**config.mk**
```make
export PLATFORM = sky130hd
export DESIGN_NAME = subblock_rr_scheduler
export DESIGN_NICKNAME = d
export VERILOG_FILES = /design/src/rtl/subblock_sched_pkg.sv /design/src/rtl/rr_pick.sv /design/src/rtl/subblock_rr_scheduler.sv
export SDC_FILE = /design/constraint.sdc
export NUM_CORES = 1
export LEC_CHECK = 0
export BUFFER_PORTS_ARGS = -buffer_cell sky130_fd_sc_hd__buf_4
export CORE_ASPECT_RATIO = 0.7
export CORE_MARGIN = 8
export CORE_UTILIZATION = 35
export CTS_BUF_LIST = sky130_fd_sc_hd__clkbuf_4 sky130_fd_sc_hd__clkbuf_8
export DETAILED_ROUTE_END_ITERATION = 8
export MAX_ROUTING_LAYER = met4
export PLACE_DENSITY = 0.6
export SYNTH_ARGS = -nofsm -noshare
export SYNTH_HDL_FRONTEND = slang
export SYNTH_SLANG_ARGS = --single-unit
```
**constraint.sdc**
```tcl
create_clock -name clk -period 3.35 [get_ports clk]
set_input_delay 0.1675 -clock clk [delete_from_list [all_inputs] [get_ports clk]]
set_output_delay 0.1675 -clock clk [all_outputs]
set_load 0.05 [all_outputs]
```
**src/rtl/subblock_sched_pkg.sv**
```systemverilog
// rtl/subblock_sched_pkg.sv - shared types and defaults for the sub-block round-robin scheduler
package subblock_sched_pkg;

    typedef enum logic [1:0] {
        IDLE    = 2'd0,
        START   = 2'd1,
        BUSY    = 2'd2,
        RELEASE = 2'd3
    } state_t;

    localparam int NUM_REQ_DEF    = 5;
    localparam int MAX_CYCLES_DEF = 200;

endpackage

```
**src/rtl/rr_pick.sv**
```systemverilog
// rtl/rr_pick.sv - combinational round-robin winner select starting at ptr
module rr_pick #(
    parameter int NUM_REQ = 5,
    parameter int IDX_W   = $clog2(NUM_REQ)
) (
    input  logic [NUM_REQ-1:0] req,
    input  logic [IDX_W-1:0]   ptr,
    output logic [NUM_REQ-1:0] winner,
    output logic [IDX_W-1:0]   winner_idx
);

    logic             found;
    logic [IDX_W:0]   pos;

    // Scan from ptr upward, folding back past NUM_REQ-1 without assuming a power of two.
    always_comb begin
        found      = 1'b0;
        winner_idx = '0;
        pos        = '0;
        for (int j = 0; j < NUM_REQ; j++) begin
            pos = {1'b0, ptr} + (IDX_W+1)'(j);
            if (pos >= (IDX_W+1)'(NUM_REQ)) begin
                pos = pos - (IDX_W+1)'(NUM_REQ);
            end
            if (!found && req[pos[IDX_W-1:0]]) begin
                found      = 1'b1;
                winner_idx = pos[IDX_W-1:0];
            end
        end
    end

    always_comb begin
        winner = '0;
        for (int i = 0; i < NUM_REQ; i++) begin
            winner[i] = found && (winner_idx == IDX_W'(i));
        end
    end

endmodule

```
**src/rtl/subblock_rr_scheduler.sv**
```systemverilog
// rtl/subblock_rr_scheduler.sv - round-robin owner of one shared resource with done/watchdog release
module subblock_rr_scheduler
    import subblock_sched_pkg::*;
#(
    parameter int NUM_REQ    = NUM_REQ_DEF,
    parameter int MAX_CYCLES = MAX_CYCLES_DEF,
    parameter int CNT_W      = 8,
    localparam int IDX_W     = $clog2(NUM_REQ)
) (
    input  logic               clk,
    input  logic               rst,
    input  logic [NUM_REQ-1:0] req,
    output logic [NUM_REQ-1:0] grant,
    output logic               grant_valid,
    output logic [IDX_W-1:0]   grant_idx,
    output logic               res_start,
    input  logic               res_done,
    output logic               timeout_err,
    output logic [IDX_W-1:0]   err_idx
);

    state_t             state, state_nxt;
    logic [NUM_REQ-1:0] pick_onehot;
    logic [IDX_W-1:0]   pick_idx;
    logic [IDX_W-1:0]   ptr;
    logic [IDX_W-1:0]   ptr_nxt;
    logic [CNT_W-1:0]   cnt;
    logic               wd_hit;
    logic               release_now;

    rr_pick #(
        .NUM_REQ (NUM_REQ),
        .IDX_W   (IDX_W)
    ) u_pick (
        .req        (req),
        .ptr        (ptr),
        .winner     (pick_onehot),
        .winner_idx (pick_idx)
    );

    assign wd_hit      = (cnt == CNT_W'(MAX_CYCLES - 1));
    assign release_now = (state == BUSY) && (res_done || wd_hit);
    assign ptr_nxt     = (grant_idx == IDX_W'(NUM_REQ - 1)) ? '0 : grant_idx + 1'b1;

    always_ff @(posedge clk) begin
        if (rst) begin
            state <= IDLE;
        end else begin
            state <= state_nxt;
        end
    end

    always_comb begin
        state_nxt = state;
        case (state)
            IDLE:    if (|req) state_nxt = START;
            START:   state_nxt = BUSY;
            BUSY:    if (res_done || wd_hit) state_nxt = RELEASE;
            RELEASE: state_nxt = IDLE;
            default: state_nxt = IDLE;
        endcase
    end

    always_comb begin
        res_start   = (state == START) && !rst;
        timeout_err = (state == BUSY) && wd_hit && !res_done && !rst;
        grant_valid = |grant;
    end

    // Grant is cleared on the edge leaving BUSY so RELEASE already shows it low.
    always_ff @(posedge clk) begin
        if (rst) begin
            grant     <= '0;
            grant_idx <= '0;
            ptr       <= '0;
            cnt       <= '0;
            err_idx   <= '0;
        end else begin
            case (state)
                IDLE: begin
                    if (|req) begin
                        grant     <= pick_onehot;
                        grant_idx <= pick_idx;
                    end
                end
                START: cnt <= '0;
                BUSY: begin
                    if (release_now) begin
                        grant     <= '0;
                        grant_idx <= '0;
                        ptr       <= ptr_nxt;
                        if (!res_done) begin
                            err_idx <= grant_idx;
                        end
                    end else begin
                        cnt <= cnt + 1'b1;
                    end
                end
                default: ;
            endcase
        end
    end

endmodule
```
==> results by group, run 1 <==
Die
  – Core Rows: 24
  – Die span in x: 111 um
  – Full die area: 9110 um2
  – Height of the chip: 82.3 um
  – CORE AREA: 6160 um2
  – Number of placed I/O pins: 22
  – Initial core utilization: 35.7%

Finish
  – Number of diodes added for antenna fixing: 0
  – Count of nets after finishing: 334
  – Ratio of cells with drive above 1 in the final layout: 21.7%
  – Footprint of the multi-input gates: 1630 um2
  – Signed area change from the synthesized netlist to the final layout: 19.9%
  – Fillers: 607
  – Highest-count cells in the layout ignoring fill and taps: buf_4 (40), nor2_1 (37), dfxtp_1 (24)
  – Sequential cell area: 480 um2
  – Final design area excluding fillers: 2640 um2
  – Most common library cell in the layout ignoring fill and taps: buf_4

Worst setup path
  – Highest fanout seen on the critical path: 5
  – Critical Path Slowest Stage Cell: or4_4
  – Worst path required time: 3530 ps
  – Worst setup SP type: register
  – CP cell instances: inv_1 -> ha_1 -> a211o_1 -> o32a_1 -> a22oi_1 -> a2111oi_4 -> a2111o_1 -> or4_4 -> and2_4 -> o41ai_2
  – Kind of end point of the critical path: register
  – Largest incremental delay on the critical path: 540 ps
  – Data arrival time of the critical path: 3350 ps
  – CP Class: register to register

Min path
  – Path class of the lowest-slack min-delay path: input pin to register

GRT
  – Vias in the first global route: 1899
  – GR Util All Layers: 12.9%
  – Largest net degree at the start of global routing: 17
  – Antenna violations before repair: 0
  – Global-route wire length before repair: 9660 um
  – Aggregate global routing overflow: 0

STA
  – Actual slew at the worst max-slew pin: 408 ps
  – Final hold violation count: 0
  – Worst Slack Setup Final: 178 ps
  – Final Max Tran Viols: 0
  – Unrepaired setup endpoints after global routing: false
  – Clock period minus worst slack: 3170 ps
  – Portion of the clock cycle consumed by the worst path in the final layout: 94.7%
  – Smallest hold slack: 188 ps
  – Number of endpoints failing setup at the final stage: 0
  – Post-route setup TNS: 0 ps
  – Worst setup skew after layout: 5.39 ps
  – Slew Limit Headroom: 72.1%
  – Max Fclk: 0.315 GHz

Synthesis
  – Top cell type by total area after synthesis: dfxtp_1
  – Number of instances in the synthesized netlist: 278
  – Cell area after synthesis: 2200 um2
  – Total of warnings raised by yosys: 0
  – Predominant post-synthesis flop cell: dfxtp_1
  – Synth top area share: 21.9%
  – Leading post-synthesis cells by cell area: dfxtp_1 (22%), ha_1 (8.5%), nor2_1 (6.3%)
  – Seq/Total Area, Yosys: 21.9%
  – Number of synthesized flops with an enable pin: 0
  – Avg Synthesized Cell Area: 7.91 um2
  – Synthesized Nets: 302
  – Post-synthesis sequential element count: 24
  – Unique masters post-synth: 66
  – Async set-reset flop share out of synthesis: 0%

Job
  – Number of max-cap violations: 0

Drt
  – DR DRC count: 0
  – Average detailed-routed wire length per instance: 14.8 um
  – Number of antenna-violating nets in the routed design: 0
  – DRC violation total after the first TritonRoute iteration: 138
  – Via count of the routed design: 2086
  – Count of TritonRoute iterations in the first routing pass: 4
  – Routed vias/inst: 5.39
  – Total wire length: 5720 um

Clock tree
  – Number of sinks driven by the clock tree: 24
  – Setup repair bufs after CTS: 0
  – Post-CTS Resized: 0
  – Htree depth: 1
  – Largest buffer count on any clock path: 2
  – Clk_lat worst skew: 270 ps
  – Clock root cell: clkbuf_8
  – Clock tree from TritonCTS: done
  – Clock buffers created by TritonCTS: 3
  – Hold-fix buffer count after cts: 0
  – Post-CTS clock slew at the launch and capture registers of the worst setup and hold paths: 90 ps

Power and ir drop
  – Worst ir drop on vdd: 0.000270 V
  – Net switching power: 0.000903 W
  – Sw frac: 47.4%
  – Fraction of power consumed by combinational cells: 67.0%
  – Internal portion of total power: 0.00100 W
  – Relative contribution of sequential cells to total power: 19.6%
  – Clock share of power: 13.4%
  – Power density over the cells: 723 nW/um2
  – Leak: 1.09 nW

Placement
  – Count of port buffers added during placement: 21
  – HPWL after DPL: 4500 um
  – Placed cell areas: 2550 um2
  – Worst Setup Slack post-DPL: 174 ps
  – Weighted congestion reported at the end of routability-driven placement: 0.865

Status
  – Status: complete, no violations
-- flip-flops by register name, summed over array words and instances (netlist names) --
name and flops:
grant_idx 3, ptr 3, grant 5, err_idx 3
state 2, cnt 8
-- cell usage after synthesis (all sizes together), types with 2 or more instances --
| library cell | n |
|---|---|
| nand3b | 5 |
| o31ai | 4 |
| nand2 | 17 |
| buf | 6 |
| mux2i | 11 |
| clkbuf | 7 |
| a21oi | 22 |
| ha | 15 |
| or2b | 2 |
| nand4 | 4 |
| a22oi | 3 |
| and2 | 6 |
| mux4 | 2 |
| inv | 15 |
| or3 | 3 |
| or3b | 3 |
| xor2 | 6 |
| nor3 | 5 |
| o22a | 3 |
| nor4 | 2 |
| o22ai | 2 |
| and3b | 2 |
| o41ai | 2 |
| dfxtp | 24 |
| nor2b | 3 |
| nand3 | 6 |
| a2111oi | 2 |
| nor3b | 4 |
| o21ai | 7 |
| and3 | 6 |
| o21a | 2 |
| a31oi | 5 |
| nor2 | 37 |
| mux2 | 2 |
| a32o | 4 |
| o31a | 2 |
| nand2b | 3 |
| a32oi | 2 |
-- stage by stage --
| step | power [W] | util (%) | cells |
|---|---|---|---|
| 3_5_place_dp | 0.00163 | 41.4 | 383 |
| 4_1_cts | 0.00189 | 42.5 | 387 |
| 3_3_place_gp | 0.00163 | 41.4 | 383 |
| 5_1_grt | 0.00207 | 42.8 | 387 |
| 6_report | 0.00191 | 42.8 | 387 |
| 2_1_floorplan | 0.00130 | - | 278 |
-- layout make-up --
cell class / instances / area share (%)
sequential: 24 / 18.2
timing repair buffer: 40 / 11.4
clock buffer: 3 / 1.57
multi-input combinational: 225 / 61.7
inverter: 16 / 2.33
tap: 78 / 3.70
clock inverter: 1 / 1.14
-- worst paths after layout --
| path | start | to | slack, ps | depth (start not counted) |
|---|---|---|---|---|
| worst max-delay path | ptr[1] | grant[0] | 180 | 10 |
| worst min-delay path | rst | grant[4] | 190 | 2 |
| worst max register to register | ptr[1] | grant[0] | 180 | 10 |
| worst min register to register | grant[1] | grant[1] | 500 | 2 |
-- power groups by stage --
stage                     registers (W)  clock network [W]  logic [W]
final                          0.000373           0.000255    0.00128
after detailed placement       0.000379                  0    0.00125
after CTS                      0.000373           0.000265    0.00125
after floorplan                0.000460                  0   0.000842
after global routing           0.000380           0.000277    0.00141
after global placement         0.000378                  0    0.00125
-- worst max-delay path: cells and delay by family (launching register included) --
kind                     cells  cell delay [ps]
flip-flops                   1              390
adder cells (fa/ha/maj)      1              260
AND/OR/NAND/NOR              2              720
buffers and inverters        1              120
AO/OA/AOI/OAI                6             1580
-- logic make-up (layout without fill, tap and decap cells) --
kind of cell / count (synthesis) / after routing / share of synthesized area (%)
adders and majority gates: 16 / 16 / 9.45
xor gates and xnor gates: 7 / 7 / 2.79
buffers and inverters: 29 / 60 / 5.58
and+or+nand+nor: 112 / 112 / 27.1
DFF: 24 / 24 / 21.9
muxes: 15 / 15 / 8.25
AOI/OAI and AO/OA: 75 / 75 / 24.9
-- per-layer routing --
layer  wire length [um]  GRT usage [%]  vias up
met4                  8           1.21        0
met2               2100           16.6       67
met5                  0              -        -
li1                   -              -     1085
met3                474           3.68        2
met1               3140           19.4      932
No activity file was read; power rests on OpenSTA's default activity.
==> inputs of run 2 (changes only) <==
--- a/config.mk
+++ b/config.mk
@@ -12,7 +12,7 @@
 export CTS_BUF_LIST = sky130_fd_sc_hd__clkbuf_4 sky130_fd_sc_hd__clkbuf_8
 export DETAILED_ROUTE_END_ITERATION = 8
 export MAX_ROUTING_LAYER = met4
-export PLACE_DENSITY = 0.6
+export PLACE_DENSITY = 0.58
 export SYNTH_ARGS = -nofsm -noshare
 export SYNTH_HDL_FRONTEND = slang
 export SYNTH_SLANG_ARGS = --single-unit
==> constraint.sdc (replaced) <==
create_clock -name clk -period 3.1 [get_ports clk]
set_input_delay 0.155 -clock clk [delete_from_list [all_inputs] [get_ports clk]]
set_output_delay 0.155 -clock clk [all_outputs]
set_load 0.05 [all_outputs]
==> run 2 against run 1 <==
- utilization is 2.2 points higher
- cell count up 2.1%
- clock skew shrank 1.5 ps
- power grew 8.5%
- worst hold slack got worse by 4.1 ps
- setup slack got worse by 120 ps
- sequential power increased by 9.4%
- first-iteration DRC count increased by 2.2%
- count of clock-buffer cells in the layout unchanged
==> results by group, run 2 (synthesis gave the netlist of run 1 again) <==
Status
  – Status: complete, no violations (unchanged)

Placement
  – HPWL after DPL: 4610 um (was 4500 um)
  – Weighted congestion reported at the end of routability-driven placement: 0.848 (was 0.865)
  – Placed cell areas: 2590 um2 (was 2550 um2)
  – Count of port buffers added during placement: 21 (unchanged)

Finish
  – Largest registers: cnt x8, grant x5 (unchanged)
  – Most common library cell in the layout ignoring fill and taps: buf_4 (unchanged)
  – Ratio of cells with drive above 1 in the final layout: 28.1% (was 21.7%)
  – Number of diodes added for antenna fixing: 0 (unchanged)
  – Final design area excluding fillers: 2770 um2 (was 2640 um2)
  – Utilization after layout: 45.1% (was 42.8%)
  – Highest-count cells in the layout ignoring fill and taps: buf_4 (47), nor2_1 (37), a21oi_1 (21), dfxtp_1 (21), nand2_1 (17) (was buf_4 (40), nor2_1 (37), dfxtp_1 (24))
  – Signed area change from the synthesized netlist to the final layout: 26.2% (was 19.9%)
  – Count of nets after finishing: 343 (was 334)
  – Number of flip-flops in the largest register: 8 (unchanged)
  – Largest reg by FF count: cnt (unchanged)

Clock tree
  – Clock root cell: clkbuf_8 (unchanged)
  – Clk_lat worst skew: 260 ps (was 270 ps)
  – Hold-fix buffer count after cts: 0 (unchanged)
  – Clock tree from TritonCTS: done (unchanged)
  – Clock buffers created by TritonCTS: 3 (unchanged)
  – Post-CTS clock slew at the launch and capture registers of the worst setup and hold paths: 80 ps (was 90 ps)
  – Largest buffer count on any clock path: 2 (unchanged)
  – Htree depth: 1 (unchanged)
  – Number of sinks driven by the clock tree: 24 (unchanged)

Power and ir drop
  – Worst ir drop on vdd: 0.000303 V (was 0.000270 V)
  – Leak: 1.12 nW (was 1.09 nW)
  – Power density over the cells: 745 nW/um2 (was 723 nW/um2)

Die
  – Number of placed I/O pins: 22 (unchanged)
  – Initial core utilization: 35.7% (unchanged)
  – Die span in x: 111 um (unchanged)
  – Height of the chip: 82.3 um (unchanged)
  – Core Rows: 24 (unchanged)
  – CORE AREA: 6160 um2 (unchanged)
  – Full die area: 9110 um2 (unchanged)

Drt
  – DR DRC count: 0 (unchanged)
  – Via count of the routed design: 2189 (was 2086)
  – Count of TritonRoute iterations in the first routing pass: 4 (unchanged)
  – Number of antenna-violating nets in the routed design: 0 (unchanged)
  – DRC violation total after the first TritonRoute iteration: 141 (was 138)
  – Routed vias/inst: 5.54 (was 5.39)
  – Average detailed-routed wire length per instance: 15.6 um (was 14.8 um)
  – Total wire length: 6180 um (was 5720 um)

STA
  – Final Max Tran Viols: 0 (unchanged)
  – Clock period minus worst slack: 3040 ps (was 3170 ps)
  – Actual slew at the worst max-slew pin: 460 ps (was 408 ps)
  – Max Fclk: 0.328 GHz (was 0.315 GHz)
  – Slew Limit Headroom: 68.5% (was 72.1%)
  – Unrepaired setup endpoints after global routing: true (was false)
  – Worst setup skew after layout: 3.92 ps (was 5.39 ps)
  – Portion of the clock cycle consumed by the worst path in the final layout: 98.2% (was 94.7%)
  – Final hold violation count: 0 (unchanged)
  – Number of endpoints failing setup at the final stage: 0 (unchanged)

GRT
  – Antenna violations before repair: 0 (unchanged)
  – Aggregate global routing overflow: 0 (unchanged)
  – Largest net degree at the start of global routing: 17 (unchanged)
  – Vias in the first global route: 2043 (was 1899)
  – Global-route wire length before repair: 10300 um (was 9660 um)
  – GR Util All Layers: 13.6% (was 12.9%)

Worst setup path
  – Worst path required time: 3270 ps (was 3530 ps)
  – Critical path origin: ptr[1] (unchanged)
  – Kind of end point of the critical path: register (unchanged)
  – Reg-to-reg setup timing slack: 60 ps (was 180 ps)
  – Highest fanout seen on the critical path: 6 (was 5)
  – Data arrival time of the critical path: 3210 ps (was 3350 ps)
  – CP Class: register to register (unchanged)
  – Worst setup SP type: register (unchanged)
  – Startpoint of the worst-slack reg-to-reg timing path: ptr[1] (unchanged)

Job
  – Number of max-cap violations: 0 (unchanged)

Min path
  – Hold path startpoint: rst (unchanged)
  – Path class of the lowest-slack min-delay path: input pin to register (unchanged)
[run 2: cell count changes in the layout (fill, tap and decap cells not counted), sizes merged]
cell / before / now
bufinv: 1 / 0
buf: 40 / 49
[run 2: timing repair]
action | 4_1_cts | 5_1_grt
buffers inserted | 1 | 5
endpoints found under the setup margin | 4 | 5
pin swaps | 1 | 3
resized for setup | 10 | 9
[run 2: stage by stage]
step	setup WS, ps	TNS [ps]	hold WS [ps]	cells	total power [W]
2_1_floorplan	6.73	0	224	278	0.00143
3_3_place_gp	-16.6	-26.7	458	386	0.00175
3_5_place_dp	-88.0	-153	462	386	0.00176
4_1_cts	13.6	0	172	390	0.00200
5_1_grt	-83.7	-155	195	395	0.00222
6_report	55.3	0	184	395	0.00207
[run 2: cell type report]
class                      instances  area (um2)
inverter                          16        65.1
timing repair buffer              49         375
tap                               78        97.6
multi-input combinational        225        1710
fill                             603        3380
clock buffer                       3        41.3
sequential                        24         487
[run 2: where the power goes]
| group | switching (W) | leakage [nW] | total, W | internal [W] |
|---|---|---|---|---|
| clock network | 0.0000941 | 0.0216 | 0.000181 | 0.0000868 |
| logic | 0.000857 | 0.906 | 0.00148 | 0.000622 |
| registers | 0.0000490 | 0.196 | 0.000408 | 0.000359 |
| total | 0.00100 | 1.12 | 0.00207 | 0.00107 |
[run 2: routing by layer]
metal	vias to the layer above	share of wire (%)	GRT usage, %
met2	48	44	21.4
met3	6	4.5	2.53
li1	1108	-	-
met1	1027	50	18.4
met5	-	0	-
met4	0	0.68	1.61
[run 2: final timing paths]
check | to | cells past startpoint
max | grant[1] | 10
min | grant_idx[2] | 2
max reg2reg | grant[1] | 10
min reg2reg | grant[4] | 2
[run 2: worst max-delay path, cell delays in order (launching register included)]
cell and delay [ps]:
dfxtp_4 380, inv_1 170, ha_4 200, nand3b_1 100, and4b_1 210, nor2_1 190
mux2_4 330, a2111o_1 460, or4_4 530, and2_4 180, o41ai_2 200
